--- src/rtl/oam_dma.sv ---
// OAM DMA engine: on a CPU write to the trigger address it halts the CPU and
// copies one 256-byte page of CPU memory into the PPU OAMDATA register.
module oam_dma #(
  parameter logic [15:0] DMA_REG_ADDR = 16'h4014,
  parameter logic [2:0]  OAMDATA_REG  = 3'h4
) (
  input  logic        clk,
  input  logic        rst,
  input  logic [15:0] cpu_addr_i,
  input  logic        cpu_wr_i,
  input  logic [7:0]  cpu_data_i,
  output logic        dma_halt,
  output logic        dma_busy,
  output logic [15:0] mem_addr_o,
  output logic        mem_rd,
  input  logic [7:0]  mem_data_i,
  output logic        ppu_cs,
  output logic        ppu_rw,
  output logic [2:0]  ppu_addr_o,
  output logic [7:0]  ppu_data_o
);

  typedef enum logic [2:0] {
    IDLE,
    HALT,
    ALIGN,
    READ,
    WRITE
  } state_t;

  state_t      state_q, state_d;
  logic [7:0]  page_q, page_d;
  logic [7:0]  idx_q, idx_d;
  logic [15:0] mem_addr_q, mem_addr_d;
  logic        cyc_odd_q;

  always_ff @(posedge clk or posedge rst) begin
    if (rst) begin
      state_q    <= IDLE;
      page_q     <= 8'h00;
      idx_q      <= 8'h00;
      mem_addr_q <= 16'h0000;
      cyc_odd_q  <= 1'b0;
    end else begin
      state_q    <= state_d;
      page_q     <= page_d;
      idx_q      <= idx_d;
      mem_addr_q <= mem_addr_d;
      cyc_odd_q  <= ~cyc_odd_q;
    end
  end

  always_comb begin
    state_d    = state_q;
    page_d     = page_q;
    idx_d      = idx_q;
    mem_addr_d = mem_addr_q;
    dma_halt   = 1'b1;
    mem_rd     = 1'b0;
    mem_addr_o = mem_addr_q;
    ppu_cs     = 1'b0;
    ppu_rw     = 1'b1;
    ppu_addr_o = 3'h0;
    ppu_data_o = 8'h00;

    unique case (state_q)
      IDLE: begin
        dma_halt = 1'b0;
        if (cpu_wr_i && (cpu_addr_i == DMA_REG_ADDR)) begin
          page_d  = cpu_data_i;
          idx_d   = 8'h00;
          state_d = HALT;
        end
      end
      // An odd cycle here costs one extra ALIGN cycle before the first read.
      HALT:  state_d = cyc_odd_q ? ALIGN : READ;
      ALIGN: state_d = READ;
      READ: begin
        mem_rd     = 1'b1;
        mem_addr_d = {page_q, idx_q};
        mem_addr_o = mem_addr_d;
        state_d    = WRITE;
      end
      WRITE: begin
        ppu_cs     = 1'b1;
        ppu_rw     = 1'b0;
        ppu_addr_o = OAMDATA_REG;
        ppu_data_o = mem_data_i;
        idx_d      = idx_q + 8'd1;
        state_d    = (idx_q == 8'hFF) ? IDLE : READ;
      end
      default: begin
        dma_halt = 1'b0;
        state_d  = IDLE;
      end
    endcase
  end

  assign dma_busy = dma_halt;

endmodule

--- config.mk ---
export PLATFORM = sky130hd
export DESIGN_NAME = oam_dma
export DESIGN_NICKNAME = d
export VERILOG_FILES = /design/src/rtl/oam_dma.sv
export SDC_FILE = /design/constraint.sdc
export NUM_CORES = 1
export LEC_CHECK = 0
export CAP_MARGIN = 25
export CORE_MARGIN = 5
export CORE_UTILIZATION = 45
export DETAILED_ROUTE_END_ITERATION = 10
export HOLD_SLACK_MARGIN = 0.02
export PLACE_DENSITY = 0.85
export SYNTH_ARGS = -nofsm -noshare
export SYNTH_HDL_FRONTEND = slang
export SYNTH_SLANG_ARGS = --single-unit
--- constraint.sdc ---
create_clock -name clk -period 4.4 [get_ports clk]
set_clock_uncertainty 0.1 [all_clocks]
set_input_delay 0.44 -clock clk [delete_from_list [all_inputs] [get_ports clk]]
set_output_delay 0.44 -clock clk [all_outputs]
set_load 0.005 [all_outputs]
## After elaboration in Yosys (flattened, before gate mapping)

Index checks and enable logic that the tools add are counted.
W data, S select, Z words.

| storage, ports and cells | value |
|---|---|
| flip-flop bits (word level) | 36 |

| cells by class | value |
|---|---|
| $add $sub $neg | 1 |
| equality and inequality tests | 7 |
| mux-type cells | 13 |
| bitwise logic cells | 1 |
| reduce and logical (&&, ||, !) cells | 6 |

Operators by type and width:

| cell | number |
|---|---|
| $eq A16 B15 Y1 const B | 1 |
| $mux W16 | 1 |
| $mux W8 | 2 |
| $pmux W8 S2 | 1 |
| $pmux W3 S5 | 1 |
| $add A8 B1 Y8 const B | 1 |
| $eq A8 B8 Y1 const B | 1 |
| $eq A3 B2 Y1 const B | 2 |
| $mux W3 | 2 |
| $mux W1 | 5 |
| $reduce_and A2 Y1 | 2 |
| $reduce_or A4 Y1 | 1 |
| $eq A3 B1 Y1 const B | 1 |
| $eq A3 B3 Y1 const B | 1 |
| $logic_not A3 Y1 | 1 |
| $mux W2 | 1 |
| $ne A2 B2 Y1 const B | 1 |
| $reduce_bool A2 Y1 | 1 |
| $logic_and A1 B1 Y1 | 1 |
| $not A1 Y1 | 1 |

## Logic depth before layout (Yosys ltp)

| logic depth | value |
|---|---|
| depth in word-level cells | 4 |
| gate-level depth with buffers | 6 |
| gate-level depth less buffers | 5 |

## Least setup slack after synthesis

OpenSTA, ideal clock, no wires.

| timing path | value |
|---|---|
| path kind | input to register |
| from | input cpu_addr_i[1] |
| to | register page_q[0] |
| setup time | 0.125 ns |
| arrival | 1.658 ns |
| required time | 4.175 ns |
| path slack | 2.517 ns |
| stages on the path | 4 |
| cells stage by stage | nor4_1 nand4b_1 nor3_4 mux2_2 |

| on the way | value |
|---|---|
| word-level cells in the longest chain between the ends | 3 |

RTL lines:

| element | line | RTL |
|---|---|---|
| from (decl) | 9 | `input logic [15:0] cpu_addr_i,` |
| $eq A16 B15 Y1 | 69 | `if (cpu_wr_i && (cpu_addr_i == DMA_REG_ADDR)) begin` |
| $logic_and A1 B1 Y1 | 69 |  |
| $reduce_and A2 Y1 (no line) | - |  |
| to (signal assigned) | 46 | `page_q <= page_d;` |
| to (decl) | 32 | `logic [7:0] page_q, page_d;` |

Every way passes these cells.
A chain may end at the register's enable or synchronous reset.

## Worst setup path in the final report

| timing path | value |
|---|---|
| from | register state_q[0] |
| to | output mem_addr_o[1] |

| on the way | value |
|---|---|
| word-level cells in the longest chain between the ends | 2 |

RTL lines:

| element | line | RTL |
|---|---|---|
| from (decl) | 31 | `state_t state_q, state_d;` |
| from (signal assigned) | 45 | `state_q <= state_d;` |
| $eq A3 B2 Y1 | 66 | `unique case (state_q)` |
| $mux W16 | - |  |
| to (decl) | 14 | `output logic [15:0] mem_addr_o,` |

Every way passes these cells.

==> impl_summary.md <==
Routing
After detailed routing, the wire length on met1 is about 1500 um. In the detailed route, the total length drawn on met3 is between 200 and 300 um. Across all layers, the routed design uses between 1000 and 1500 vias. The length of the first detailed-routing pass in iterations is 5. The aggregate routed wire length is 3910 um. The wire length per cell after detailed routing is ~14 um. After detailed routing, the number of remaining DRC violations is 0. After detailed routing, the number of vias per cell comes to between 4 and 5. Wire segments on met2 add up to 2030 um in the final route. The uppermost layer routed is met4. The count of nets left with antenna violations once routing finished came out at 0. The first-iteration detailed-routing DRC count is 69.

Synthesis
The number of register bits inferred by synthesis is 36. Yosys mapped the design onto 35 distinct sky130hd cell types. The fraction of registers with async set/reset is 1.00. In the post-synthesis netlist, the biggest area contributors are dfrtp_1 (55%), nand2_1 (12%), mux2_2 (5.5%), and2_1 (3.4%), o21ai_0 (2.7%).

The sequential element share of the synthesized area is 0.546. The biggest area contributor in the post-synthesis netlist is dfrtp_1. The share of synthesized area in the top cell type comes to 0.546. Synthesis produced 171 cells.

After synthesis the cells add up to ~1700 um2. The most used flip-flop cell after synthesis is dfrtp_1. The count of flip-flops with a built-in enable after synthesis is 0.

For this run, the number of Yosys warnings is 0. The post-synthesis average cell area is between 9 and 10 um2.

STA
The headroom to the max-slew limit is 0.518. Setup repair after global routing left no endpoint under its margin. The routed design could run at a clock period as short as roughly 3 ns. The part of the cycle the worst path needs is 0.694. The final hold violation count came to 0.

Setup violations remaining at the end of the flow were counted as 0. The actual transition at the worst max-transition pin is ~0.7 ns. The setup TNS is 0 ns. The highest achievable clock rate is around 330 MHz. The final number of max-transition violations is 0.

Place
The placed cell area is ~2300 um2. The port buffer count is between 60 and 70. The congestion estimate from routability-driven global placement came to a little over 0.7. After legalization and detailed placement, the total HPWL measured just under 3000 um.

GRT
The global-route usage over all layers is 0.169. The initial antenna violation count is 0. After global routing the overflow that remains totals 0.

The pin count of the biggest net entering global routing is 37. The number of global-route vias before repair is 1452. The first global-routing pass estimated 6640 um of wire.

Critical path
For the worst setup path, the data arrival time is 2.51 ns. The largest fanout of any net on the critical path is 20. The kind of launch point of the worst setup path is a flip-flop.

The type of the setup path with the least slack is reg -> out. At the worst endpoint, the required time is roughly 3.9 ns. The worst setup path is captured at an output port. Setup slack on the worst reg-to-reg path comes out at 2.29 ns. The number of cells on the worst reg-to-reg path is 5.

Floorplanning
The initial core utilization is 0.458. The die outline area is roughly 5000 um2. The die boundary height is 70.6 um. The total area inside the core boundary comes to about 3600 um2.

The floorplan die width is about 71 um. The floorplan has 22 rows. During I/O placement, the number of pins put on the boundary was 67.

Status
The flow ran to the end, and the final reports show no timing, DRC or antenna violations.

Clock network
TritonCTS built the clock tree. The post-CTS clock slew at the launch and capture registers of the worst setup and hold paths is about 0.060 ns. CTS built an H-tree with a depth of 2.

The later pin in the worst-skew pair is clocked with a latency of approximately 0.29 ns. After clock tree synthesis, the flow added hold-fix buffers numbering 0. Clock tree synthesis selected as its root buffer the cell clkbuf_8. Counting the buffers created by CTS gives 5. The number of buffers added for setup after CTS is 0. For this design, the sink count on the clock tree is 36. The clock passes through at most 2 buffers. The number of instances resized during post-cts repair is 0.

Finish
The final instance area is roughly 2400 um2. The number of antenna cells inserted is 0. In the final design database the tool counted ~270 nets. The total area of sequential cells is around 900 um2.

The number of fillers in the final layout is ~280. The total area of multi-input combinational cells is 677 um2. In the final layout, the share of cells above drive strength 1 is 0.0809. The area growth from synthesis to layout is 45.9%.

Pwr
The worst-case IR drop observed on VDD is ~0.22 mV. The power density over cell area is 408 nW/um2. In this run the static leakage power is around 1.1 nW.

Run
The max-capacitance violation count is 0.

Min path
The class of the tightest hold or removal check is reg -> reg. The cell depth of the worst min-delay path is 1.
## flip-flops by register name (all words and copies together), names as in the netlist
name / cells
page_q: 8
cyc_odd_q: 1
state_q: 3
mem_addr_q: 16
idx_q: 8
## worst paths after layout
check | from | to
setup reg to reg | state_q[0] | idx_q[6]
max in group asynchronous | rst | page_q[4]
hold / removal | cyc_odd_q | cyc_odd_q
hold reg to reg | cyc_odd_q | cyc_odd_q
setup / recovery | state_q[0] | mem_addr_o[1]
min in group asynchronous | rst | mem_addr_q[9]
## stage by stage
stage / utilization / power [mW] / hold WS (ns) / cells / worst slack (ns)
after floorplan: - / 0.584 / 0.295 / 172 / 2.52
after global placement: 0.641 / 0.727 / 0.308 / 276 / 1.72
after detailed placement: 0.641 / 0.739 / 0.339 / 276 / 1.65
after CTS: 0.668 / 0.991 / 0.349 / 283 / 1.33
after global routing: 0.668 / 1.04 / 0.364 / 283 / 1.08
final: 0.668 / 0.982 / 0.345 / 283 / 1.35
## where the power goes
group,internal [mW],switching (mW)
clock,0.139,0.110
sequential,0.377,0.0523
combinational,0.162,0.141
## cell usage in the layout (no fill, tap or decap), types with 2 or more instances in the layout
| cell | instances |
|---|---|
| a21oi_1 | 3 |
| and2_1 | 9 |
| clkbuf_8 | 7 |
| clkdlybuf4s50_1 | 64 |
| conb_1 | 2 |
| dfrtp_1 | 36 |
| inv_1 | 6 |
| mux2_2 | 8 |
| nand2_1 | 53 |
| nand3_1 | 3 |
| nand4_1 | 2 |
| nor2_1 | 3 |
| nor2b_1 | 3 |
| nor3_1 | 2 |
| nor3b_1 | 2 |
| nor4_1 | 2 |
| o211ai_1 | 2 |
| o21ai_0 | 9 |
| or3_1 | 2 |
| or4_1 | 2 |
| xnor2_1 | 2 |
## critical path: stages, from the launching register on
cell             delay, ns
dfrtp_1               0.44
nor2b_1               0.20
nand2_1               0.36
inv_1                 0.50
nand2_1               0.12
nand2_1               0.11
clkdlybuf4s50_1       0.50
## layer usage
layer / vias up / track usage
li1: 687 / -
met1: 654 / 0.194
met2: 62 / 0.297
met3: 10 / 0.0426
met4: 0 / 0.0752
met5: - / 0
## cells by family (layout without fill, tap and decap cells)
logic type	count (synthesis)	after routing	share of synthesized area
flops	36	36	0.546
fa+ha+maj	1	1	0.00758
mux	8	8	0.0546
compound gates	18	18	0.0644
simple gates	88	88	0.263
buf+inv	16	79	0.0462
other cells	1	2	0.00227
xor+xnor	3	3	0.0159
## cells in the mapped netlist (2+ instances only)
cell type,instances
a21oi_1,3
and2_1,9
buf_4,4
clkbuf_1,3
dfrtp_1,36
inv_1,6
mux2_2,8
nand2_1,53
nand3_1,3
nand4_1,2
nor2_1,3
nor2b_1,3
nor3_1,2
nor3b_1,2
nor4_1,2
o211ai_1,2
o21ai_0,9
or3_1,2
or4_1,2
xnor2_1,2
## cell type report
class,count,share of cell area
clock buffer,7,0.0400
inverter,7,0.0109
multi-input combinational,120,0.281
sequential,36,0.374
tap,48,0.0249
timing repair buffer,65,0.269
(Power assumes the default switching activity.)
